==> src/rtl/row_stream_scheduler_if.sv <==
// Row command channel: scheduler offers one row burst, SDRAM controller accepts and reports completion.
interface row_stream_scheduler_if;
    logic        cmd_valid;
    logic        cmd_ready;
    logic        cmd_write;
    logic [1:0]  cmd_bank;
    logic [12:0] cmd_row;
    logic        cmd_done;

    modport master (output cmd_valid, cmd_write, cmd_bank, cmd_row,
                    input  cmd_ready, cmd_done);
    modport slave  (input  cmd_valid, cmd_write, cmd_bank, cmd_row,
                    output cmd_ready, cmd_done);
endinterface

==> src/rtl/row_stream_scheduler.sv <==
// Schedules full-row SDRAM write/read bursts between the stream FIFOs and the controller,
// pulses the ring-pointer increments and tracks how many rows SDRAM currently holds.
module row_stream_scheduler #(
    parameter int unsigned ROW_WORDS = 512,
    parameter int unsigned LEVEL_W   = 11,
    parameter int unsigned MAX_ROWS  = 32767
) (
    input  logic                   clk,
    input  logic                   n_rst,
    input  logic [LEVEL_W-1:0]     in_level,
    input  logic [LEVEL_W-1:0]     out_free,
    input  logic                   refresh_req,
    input  logic                   sdram_empty,
    input  logic [12:0]            wr_row,
    input  logic [1:0]             wr_bank,
    input  logic [12:0]            rd_row,
    input  logic [1:0]             rd_bank,
    row_stream_scheduler_if.master cmd_if,
    output logic                   incr_wr_ptr,
    output logic                   incr_rd_ptr,
    output logic                   sdram_full,
    output logic [14:0]            rows_stored,
    output logic                   busy
);
    localparam int unsigned ROWS_W = 15;

    typedef enum logic [2:0] {IDLE, ISSUE, WAIT_DONE, ADVANCE, SETTLE} state_e;

    state_e            state_q, state_d;
    logic              cmd_valid_q, cmd_valid_d;
    logic              cmd_write_q, cmd_write_d;
    logic [1:0]        cmd_bank_q, cmd_bank_d;
    logic [12:0]       cmd_row_q, cmd_row_d;
    logic              incr_wr_q, incr_wr_d;
    logic              incr_rd_q, incr_rd_d;
    logic [ROWS_W-1:0] rows_q, rows_d;
    logic              sdram_full_q, sdram_full_d;
    logic              last_wr_q, last_wr_d;
    logic              busy_q, busy_d;
    logic              wr_ok, rd_ok, sel_write;

    // Next-state and registered-output logic; incr pulses default low so they last one cycle.
    always_comb begin
        state_d      = state_q;
        cmd_valid_d  = cmd_valid_q;
        cmd_write_d  = cmd_write_q;
        cmd_bank_d   = cmd_bank_q;
        cmd_row_d    = cmd_row_q;
        incr_wr_d    = 1'b0;
        incr_rd_d    = 1'b0;
        rows_d       = rows_q;
        last_wr_d    = last_wr_q;
        wr_ok        = (in_level >= LEVEL_W'(ROW_WORDS)) && !sdram_full_q;
        rd_ok        = (out_free >= LEVEL_W'(ROW_WORDS)) && !sdram_empty;
        // On a tie, take the opposite of the last completed operation.
        sel_write    = wr_ok && (!rd_ok || !last_wr_q);

        case (state_q)
            IDLE: begin
                if (!refresh_req && (wr_ok || rd_ok)) begin
                    cmd_write_d = sel_write;
                    cmd_bank_d  = sel_write ? wr_bank : rd_bank;
                    cmd_row_d   = sel_write ? wr_row : rd_row;
                    cmd_valid_d = 1'b1;
                    state_d     = ISSUE;
                end
            end
            ISSUE: begin
                if (cmd_if.cmd_ready) begin
                    cmd_valid_d = 1'b0;
                    state_d     = WAIT_DONE;
                end
            end
            WAIT_DONE: begin
                if (cmd_if.cmd_done) begin
                    incr_wr_d = cmd_write_q;
                    incr_rd_d = !cmd_write_q;
                    rows_d    = cmd_write_q ? rows_q + ROWS_W'(1) : rows_q - ROWS_W'(1);
                    last_wr_d = cmd_write_q;
                    state_d   = ADVANCE;
                end
            end
            ADVANCE: state_d = SETTLE;
            SETTLE:  state_d = IDLE;
            default: state_d = IDLE;
        endcase

        sdram_full_d = (rows_d == ROWS_W'(MAX_ROWS));
        busy_d       = (state_d != IDLE);
    end

    always_ff @(posedge clk or negedge n_rst) begin
        if (!n_rst) begin
            state_q      <= IDLE;
            cmd_valid_q  <= 1'b0;
            cmd_write_q  <= 1'b0;
            cmd_bank_q   <= 2'd0;
            cmd_row_q    <= 13'd0;
            incr_wr_q    <= 1'b0;
            incr_rd_q    <= 1'b0;
            rows_q       <= '0;
            sdram_full_q <= 1'b0;
            last_wr_q    <= 1'b0;
            busy_q       <= 1'b0;
        end else begin
            state_q      <= state_d;
            cmd_valid_q  <= cmd_valid_d;
            cmd_write_q  <= cmd_write_d;
            cmd_bank_q   <= cmd_bank_d;
            cmd_row_q    <= cmd_row_d;
            incr_wr_q    <= incr_wr_d;
            incr_rd_q    <= incr_rd_d;
            rows_q       <= rows_d;
            sdram_full_q <= sdram_full_d;
            last_wr_q    <= last_wr_d;
            busy_q       <= busy_d;
        end
    end

    assign cmd_if.cmd_valid = cmd_valid_q;
    assign cmd_if.cmd_write = cmd_write_q;
    assign cmd_if.cmd_bank  = cmd_bank_q;
    assign cmd_if.cmd_row   = cmd_row_q;
    assign incr_wr_ptr      = incr_wr_q;
    assign incr_rd_ptr      = incr_rd_q;
    assign sdram_full       = sdram_full_q;
    assign rows_stored      = rows_q;
    assign busy             = busy_q;
endmodule

==> src/flat_wrapper.sv <==
// flat-port wrapper written by rule: the top's interface ports become plain ports
module row_stream_scheduler_flat 
#(
    parameter int unsigned ROW_WORDS = 512,
    parameter int unsigned LEVEL_W   = 11,
    parameter int unsigned MAX_ROWS  = 32767
)
  (clk, n_rst, in_level, out_free, refresh_req, sdram_empty, wr_row, wr_bank, rd_row, rd_bank, incr_wr_ptr, incr_rd_ptr, sdram_full, rows_stored, busy, cmd_if_cmd_valid, cmd_if_cmd_write, cmd_if_cmd_bank, cmd_if_cmd_row, cmd_if_cmd_ready, cmd_if_cmd_done);
  row_stream_scheduler_if cmd_if_i ();
  input  logic clk;
  input  logic n_rst;
  input  logic [LEVEL_W-1:0] in_level;
  input  logic [LEVEL_W-1:0] out_free;
  input  logic refresh_req;
  input  logic sdram_empty;
  input  logic [12:0] wr_row;
  input  logic [1:0] wr_bank;
  input  logic [12:0] rd_row;
  input  logic [1:0] rd_bank;
  output logic incr_wr_ptr;
  output logic incr_rd_ptr;
  output logic sdram_full;
  output logic [14:0] rows_stored;
  output logic busy;
  output wire logic [$bits(cmd_if_i.cmd_valid)-1:0] cmd_if_cmd_valid;
  output wire logic [$bits(cmd_if_i.cmd_write)-1:0] cmd_if_cmd_write;
  output wire logic [$bits(cmd_if_i.cmd_bank)-1:0] cmd_if_cmd_bank;
  output wire logic [$bits(cmd_if_i.cmd_row)-1:0] cmd_if_cmd_row;
  input wire logic [$bits(cmd_if_i.cmd_ready)-1:0] cmd_if_cmd_ready;
  input wire logic [$bits(cmd_if_i.cmd_done)-1:0] cmd_if_cmd_done;
  assign cmd_if_cmd_valid = cmd_if_i.cmd_valid;
  assign cmd_if_cmd_write = cmd_if_i.cmd_write;
  assign cmd_if_cmd_bank = cmd_if_i.cmd_bank;
  assign cmd_if_cmd_row = cmd_if_i.cmd_row;
  assign cmd_if_i.cmd_ready = cmd_if_cmd_ready;
  assign cmd_if_i.cmd_done = cmd_if_cmd_done;
  row_stream_scheduler #(.ROW_WORDS(ROW_WORDS), .LEVEL_W(LEVEL_W), .MAX_ROWS(MAX_ROWS)) u_core (.clk(clk), .n_rst(n_rst), .in_level(in_level), .out_free(out_free), .refresh_req(refresh_req), .sdram_empty(sdram_empty), .wr_row(wr_row), .wr_bank(wr_bank), .rd_row(rd_row), .rd_bank(rd_bank), .cmd_if(cmd_if_i), .incr_wr_ptr(incr_wr_ptr), .incr_rd_ptr(incr_rd_ptr), .sdram_full(sdram_full), .rows_stored(rows_stored), .busy(busy));
endmodule
==> config.mk <==
export PLATFORM = sky130hd
export DESIGN_NAME = row_stream_scheduler_flat
export DESIGN_NICKNAME = d
export VERILOG_FILES = /design/src/rtl/row_stream_scheduler_if.sv /design/src/rtl/row_stream_scheduler.sv /design/src/flat_wrapper.sv
export SDC_FILE = /design/constraint.sdc
export NUM_CORES = 1
export LEC_CHECK = 0
export ABC_CLOCK_PERIOD_IN_PS = 7150
export CAP_MARGIN = 30
export CORE_MARGIN = 3
export CORE_UTILIZATION = 47
export CTS_CLUSTER_SIZE = 30
export DETAILED_ROUTE_END_ITERATION = 8
export PLACE_DENSITY_LB_ADDON = 0.12
export REMOVE_ABC_BUFFERS = 1
export SLEW_MARGIN = 20
export SYNTH_ARGS = -nofsm -noshare
export SYNTH_HDL_FRONTEND = slang
export SYNTH_SLANG_ARGS = --single-unit
==> constraint.sdc <==
create_clock -name clk -period 7.15 [get_ports clk]
set_clock_uncertainty 0.2 [all_clocks]
set_input_delay 1.43 -clock clk [delete_from_list [all_inputs] [get_ports clk]]
set_output_delay 1.43 -clock clk [all_outputs]
set_load 0.02 [all_outputs]
==> metrics.md, run 1 <==
| Metric | Value |
|---|---|
| Status | completed |
| CP endpoint kind | flip-flop |
| Resized cells post-CTS | 0 |
| Placer Congestion | 0.7948 |
| EDFF count, synth | 0 |
| Hold Vio Cnt, Final | 0 |
| Worst hold stages | 2 |
| Clock Latency Late Sink | 280 ps |
| Final net count | 381 |
| CP peak stage delay | 470 ps |
| WP buf/inv | 2 |
| GRT overflow | 0 |
| Yosys cell types | 53 |
| Yosys top cell area share | 42.44% |
| Depth of the most critical reg-to-reg path | 10 |
| Die Area | 5904 um2 |
| Complex-gate fraction of the synthesized area | 20.48% |
| Area leader, netlist | dfrtp_1 |
| Hold_ws | 315.3 ps |
| Row count | 25 |
| Seq/Total Area, Yosys | 42.44% |
| Synth Area in XOR/XNOR | 2.971% |
| Hold Crit Start | u_core.last_wr_q |
| Post-CTS Setup Inserts | 0 |
| Multi-input logic area | 1295 um2 |
| Synth top area cells | dfrtp_1 42%, ha_1 6.9%, mux2i_1 6.8%, a21oi_1 4.2%, nor2_1 3.8% |
| Hold endpoint | u_core.last_wr_q |
| Largest net degree at the start of global routing | 41 |
| CP Class | in2reg |
| CP Launch Point | cmd_if_cmd_done |
| Htree depth | 2 |
| Synth Area per Inst | 10.21 um2 |
| Post-synthesis cell area | 2359 um2 |
| Final antenna diode count | 0 |
| Final Setup Violations | 0 |
| DR DRC count | 0 |
| Max_slew headroom | 67.34% |
| WP data arrival | 3570 ps |
| Setup TNS | 0 ps |
| RSZ-0062 raised after global routing | false |
| Final Max Slew Viols | 0 |
| Worst r2r src | u_core.cmd_if.cmd_write |
| Clock-pin slew on the worst setup and hold paths | 80 ps |
| Hold Crit Class | reg2reg |
| Filler Cells Inserted | 389 |
| Ratio of cells with drive above 1 in the final layout | 8.738% |
| Synth Area in Simple Gates | 16.29% |
| Crit path required time | 7170 ps |
| Root Driver | clkbuf_8 |
| I/O Buffers | 75 |
| YS warnings | 0 |
| Adder-Cell Fraction of Synth Area | 7.745% |
| Worst setup SP type | input pin |
| Dpl hpwl | 4.137 mm |
| Max IR drop VDD | 0.0002926 V |
| Highest clock rate | 0.2823 GHz |
| Cells after Synth | 231 |
| LEAKAGE | 1.487 nW |
| Top FF cell, synth | dfrtp_1 |
| Crit path time final | 3543 ps |
| Vias in the first global route | 2053 |
| Vias | 2006 |
| Largest family of logic cells by synthesized area | compound AO/OA/AOI/OAI gates |
| Post-route ant nets | 0 |
| WL final | 5.537 mm |
| Clock tree buffer depth | 2 |
| Proportion of synthesized area in mux cells | 7.268% |
| Worst-path maximum fanout | 27 |
| Most frequent cells in the layout | 74 x clkdlybuf4s50_1, 40 x dfrtp_1, 24 x nor2_1, 20 x nand2_1, 19 x a21oi_1 |
| Clock sinks | 40 |
| Most common cell after layout, fill and taps aside | clkdlybuf4s50_1 |
| Hold Buf Count CTS | 0 |
| First-pass GRT wire length | 9.480 mm |
| Max-cap viol count | 0 |
| Worst-path cell chain | clkdlybuf4s50_1, nand4bb_1, buf_4, o21ai_0, nand3_1, and4b_1, nand4_1, and4b_1, and4_1 |
| Die height | 76.84 um |
| Worst Tran Pin Value | 489.3 ps |
| Delay-heaviest family, CP | simple AND/OR/NAND/NOR gates |
| Crit path top cell by count | and4b_1 |
| Overall Global Routing Usage | 19.59% |
| DRT iter0 DRCs | 123 |
| Initial antenna violation count | 0 |
| R2R Path End | u_core.sdram_full |
| Wire per inst | 14.73 um |
| Flops & latches, synth | 40 |
| Num CTS Buffers | 5 |
| Sequential Area | 1001 um2 |
| P per Cell Area | 500.4 nW/um2 |
| Die width | 76.84 um |
| Final period utilization | 49.55% |
| Fraction of registers with async set/reset | 100.0% |
| TritonCTS clock tree | yes |
| Via/cell ratio | 5.335 |
| Slowest-stage cell, CP | clkdlybuf4s50_1 |
| DRT Pass-1 Iters | 4 |
| Initial core utilization | 49.28% |
| # IOs | 94 |
| FF-to-FF setup slack | 3880 ps |
| Area growth from synthesis to layout | 41.54% |
| Core area | 4786 um2 |
-- routing by layer --
layer / vias up / global-route usage (%) / routed length, um
met2: 70 / 32.75 / 2677
li1: 994 / - / -
met1: 933 / 25.06 / 2446
met3: 9 / 4.930 / 333
met4: 0 / 5.616 / 80
met5: - / 0 / 0
-- layout make-up --
type	count	area share, %
repair buffers	79	24.18
inverters	6	0.6747
clock buffers	5	2.061
multi-input cells	177	38.79
well taps	67	2.511
clock inverters	2	1.799
flip-flops and latches	40	29.99
-- where the power goes --
| part | switching [W] | internal (W) |
|---|---|---|
| combinational | 0.000572 | 0.000482 |
| sequential | 0.0000751 | 0.000328 |
| clock | 0.0000762 | 0.000137 |
-- through the flow --
step	setup WS (ps)	utilization, %	total power (W)	std cells	cell area, um2
after floorplan	3624	-	0.001118	223	2315
after global placement	3320	65.93	0.001430	366	3156
after detailed placement	3325	66.48	0.001458	368	3182
after CTS	3611	69.18	0.001681	375	3311
after global routing	3492	69.75	0.001804	376	3338
final	3607	69.75	0.001670	376	3338
-- synth_stat cells (all sizes together) (4+ instances only) --
cell type / instances
mux2i: 16
ha: 13
nor2: 24
xor2: 6
inv: 6
nor3: 5
nand2: 20
o21ai: 16
clkbuf: 5
a21oi: 20
a31oi: 4
dfrtp: 40
-- sequential cells by signal, indices dropped and copies added, names as in the netlist, 2 cells and up --
| register | count |
|---|---|
| u_core.cmd_if.cmd_row | 13 |
| u_core.cmd_if.cmd_bank | 2 |
| u_core.rows_stored | 15 |
| u_core.state_q | 3 |
-- logic make-up after synthesis --
group / after synthesis
adder cells (fa/ha/maj): 14
buffers and inverters: 14
AO/OA/AOI/OAI: 65
AND/OR/NAND/NOR: 73
multiplexers: 17
flip-flops: 40
XOR/XNOR: 8
-- worst max-delay path by stage --
stage / endpoint / slack [ps] / cells past startpoint
floorplan: u_core.sdram_full / 3620 / 7
global placement: u_core.sdram_full / 3320 / 8
detailed placement: u_core.sdram_full / 3320 / 8
CTS: u_core.sdram_full / 3610 / 8
global route: u_core.sdram_full / 3490 / 9
finish: u_core.sdram_full / 3610 / 9
-- worst register-to-register path, delay by kind of cell (launching register included) --
| kind | cells | cell delay, ps |
|---|---|---|
| buffers and inverters | 1 | 400 |
| adder cells (fa/ha/maj) | 1 | 360 |
| flip-flops | 1 | 450 |
| AO/OA/AOI/OAI | 3 | 600 |
| AND/OR/NAND/NOR | 5 | 1190 |
(Power assumes the default switching activity.)
==> run 2, diff against run 1 <==
--- a/config.mk
+++ b/config.mk
@@ -5,10 +5,10 @@
 export SDC_FILE = /design/constraint.sdc
 export NUM_CORES = 1
 export LEC_CHECK = 0
-export ABC_CLOCK_PERIOD_IN_PS = 7150
+export ABC_CLOCK_PERIOD_IN_PS = 3100
 export CAP_MARGIN = 30
 export CORE_MARGIN = 3
-export CORE_UTILIZATION = 47
+export CORE_UTILIZATION = 39
 export CTS_CLUSTER_SIZE = 30
 export DETAILED_ROUTE_END_ITERATION = 8
 export PLACE_DENSITY_LB_ADDON = 0.12
==> constraint.sdc (replaced) <==
create_clock -name clk -period 3.1 [get_ports clk]
set_clock_uncertainty 0.2 [all_clocks]
set_input_delay 0.62 -clock clk [delete_from_list [all_inputs] [get_ports clk]]
set_output_delay 0.62 -clock clk [all_outputs]
set_load 0.02 [all_outputs]
==> run 2 against run 1 <==
Compared with the run above: worst setup slack got worse by 3500 ps; via count decreased by 0.35%; worst hold slack got worse by 5.9 ps; flip-flop and latch count unchanged.
==> metrics.md, run 2 (synthesis gave the netlist of run 1 again) <==
| Metric | Value |
|---|---|
| Status | completed |
| Via/cell ratio | 5.152 |
| Hold Crit Class | reg2reg |
| DRT Pass-1 Iters | 4 |
| Worst r2r src | u_core.cmd_if.cmd_write |
| Final period utilization | 95.05% |
| Final Max Slew Viols | 0 |
| Dpl hpwl | 4.224 mm |
| Htree depth | 2 |
| Max reg flops | 15 |
| P per Cell Area | 1129 nW/um2 |
| Worst-path maximum fanout | 4 |
| GRT overflow | 0 |
| Max IR drop VDD | 0.0006428 V |
| Crit path required time | 3130 ps |
| Clock Latency Late Sink | 290 ps |
| Hold Crit Start | u_core.last_wr_q |
| CP Class | reg2reg |
| DR DRC count | 0 |
| WP data arrival | 2980 ps |
| Die Area | 7017 um2 |
| Net Switching | 0.001702 W |
| Vias | 1999 |
| Most frequent cells in the layout | 74 x clkdlybuf4s50_1, 40 x dfrtp_1, 24 x nor2_1, 20 x nand2_1, 19 x a21oi_1 |
| RSZ-0062 raised after global routing | false |
| DRT iter0 DRCs | 54 |
| Vias in the first global route | 1890 |
| Sw frac | 44.93% |
| CP Launch Point | u_core.cmd_if.cmd_write |
| Root Driver | clkbuf_8 |
| Delay-heaviest family, CP | simple AND/OR/NAND/NOR gates |
| CP peak stage delay | 480 ps |
| LEAKAGE | 1.496 nW |
| TritonCTS clock tree | yes |
| Tot Pwr | 0.003788 W |
| Placer Congestion | 0.7466 |
| Initial antenna violation count | 0 |
| Filler Cells Inserted | 502 |
| Ratio of cells with drive above 1 in the final layout | 10.76% |
| Clock tree buffer depth | 2 |
| Num CTS Buffers | 5 |
| Power Internal | 0.002086 W |
| Worst-path cell chain | buf_4, fa_1, nor2b_4, o2111ai_1, and3b_1, o31ai_2, and4b_1, nand4_1, and4b_1, and4_1 |
| Hold_ws | 309.4 ps |
| Die height | 83.77 um |
| First-pass GRT wire length | 9.080 mm |
| Post-CTS Setup Inserts | 0 |
| Final std cells w/o fill | 388 |
| Area growth from synthesis to layout | 42.28% |
| Crit path time final | 2946 ps |
| Overall Global Routing Usage | 15.72% |
| Die width | 83.77 um |
| # IOs | 94 |
| Highest clock rate | 0.3394 GHz |
| Clock Power Share | 9.7% |
| Largest net degree at the start of global routing | 41 |
| Clock sinks | 40 |
| Crit path top cell by count | and4b_1 |
| Clock-pin slew on the worst setup and hold paths | 80 ps |
| WL final | 5.519 mm |
| Worst Tran Pin Value | 399.7 ps |
| Final Setup Violations | 0 |
| Combinational Power Share | 66.0% |
| Row count | 27 |
| Hold Vio Cnt, Final | 0 |
| CP endpoint kind | flip-flop |
| Final antenna diode count | 0 |
| WP buf/inv | 1 |
| Wire per inst | 14.22 um |
| Setup TNS | 0 ps |
| Initial core utilization | 41.56% |
| Placed insts | 378 |
| Most common cell after layout, fill and taps aside | clkdlybuf4s50_1 |
| Slowest-stage cell, CP | fa_1 |
| Core area | 5675 um2 |
| Worst setup SP type | flip-flop |
| Final net count | 387 |
| Max_slew headroom | 73.15% |
| Max-cap viol count | 0 |
| Post-route ant nets | 0 |
| I/O Buffers | 75 |
| Seq pwr share | 24.3% |
-- run 2: worst paths after layout --
path / to / slack, ps / cells after the start
min in group asynchronous: u_core.rows_stored[13] / 530 / 2
max in group asynchronous: u_core.cmd_if.cmd_row[10] / 1720 / 3
hold / removal: u_core.last_wr_q / 310 / 2
setup / recovery: u_core.sdram_full / 150 / 10
setup reg to reg: u_core.sdram_full / 150 / 10
hold reg to reg: u_core.last_wr_q / 310 / 2
-- run 2: metal layers --
layer	global-route usage, %	part of all wire, %	up-vias
met5	0	0	-
met4	3.509	0.65	0
met3	3.751	4.8	4
met2	26.25	49	50
met1	20.66	46	930
li1	-	-	1015
-- run 2: cell type report --
cell class	instances	area [um2]	share of cell area (%)
Multi-Input combinational cell	177	1300	38.74
Clock inverter	1	7.507	0.2237
Sequential cell	40	1001	29.83
Timing Repair Buffer	85	848.3	25.28
Clock buffer	7	86.33	2.573
Tap cell	72	90.09	2.685
Inverter	6	22.52	0.6711
-- run 2: power groups by stage --
stage                     Sequential (W)  Combinational (W)  Clock [W]
after CTS                       0.000920            0.00250   0.000382
after detailed placement        0.000927            0.00249          0
after floorplan                  0.00118            0.00140          0
after global placement          0.000919            0.00246          0
after global routing            0.000956            0.00275   0.000400
final                           0.000921            0.00250   0.000368
-- run 2: worst register-to-register path, delay by kind of cell (launching register included) --
kind,cells,cell delay [ps]
adders and majority gates,1,480
DFF,1,400
AOI/OAI and AO/OA,2,390
buffers and inverters,1,160
and+or+nand+nor,6,1260
-- run 2: timing repair --
| action | 4_1_cts | 5_1_grt |
|---|---|---|
| setup endpoints to repair | 0 | 1 |
| hold buffers | 0 | 1 |
| resized for setup | 0 | 3 |
| hold endpoints to repair | 0 | 3 |
-- run 2: per-stage QoR --
| step | setup slack [ps] | util, % | instance area (um2) |
|---|---|---|---|
| floorplan | 61.91 | - | 2315 |
| global placement | 131.2 | 56.86 | 3227 |
| detailed placement | 121.1 | 56.86 | 3227 |
| CTS | 130.7 | 58.51 | 3321 |
| global route | 66.36 | 59.13 | 3356 |
| finish | 153.5 | 59.13 | 3356 |
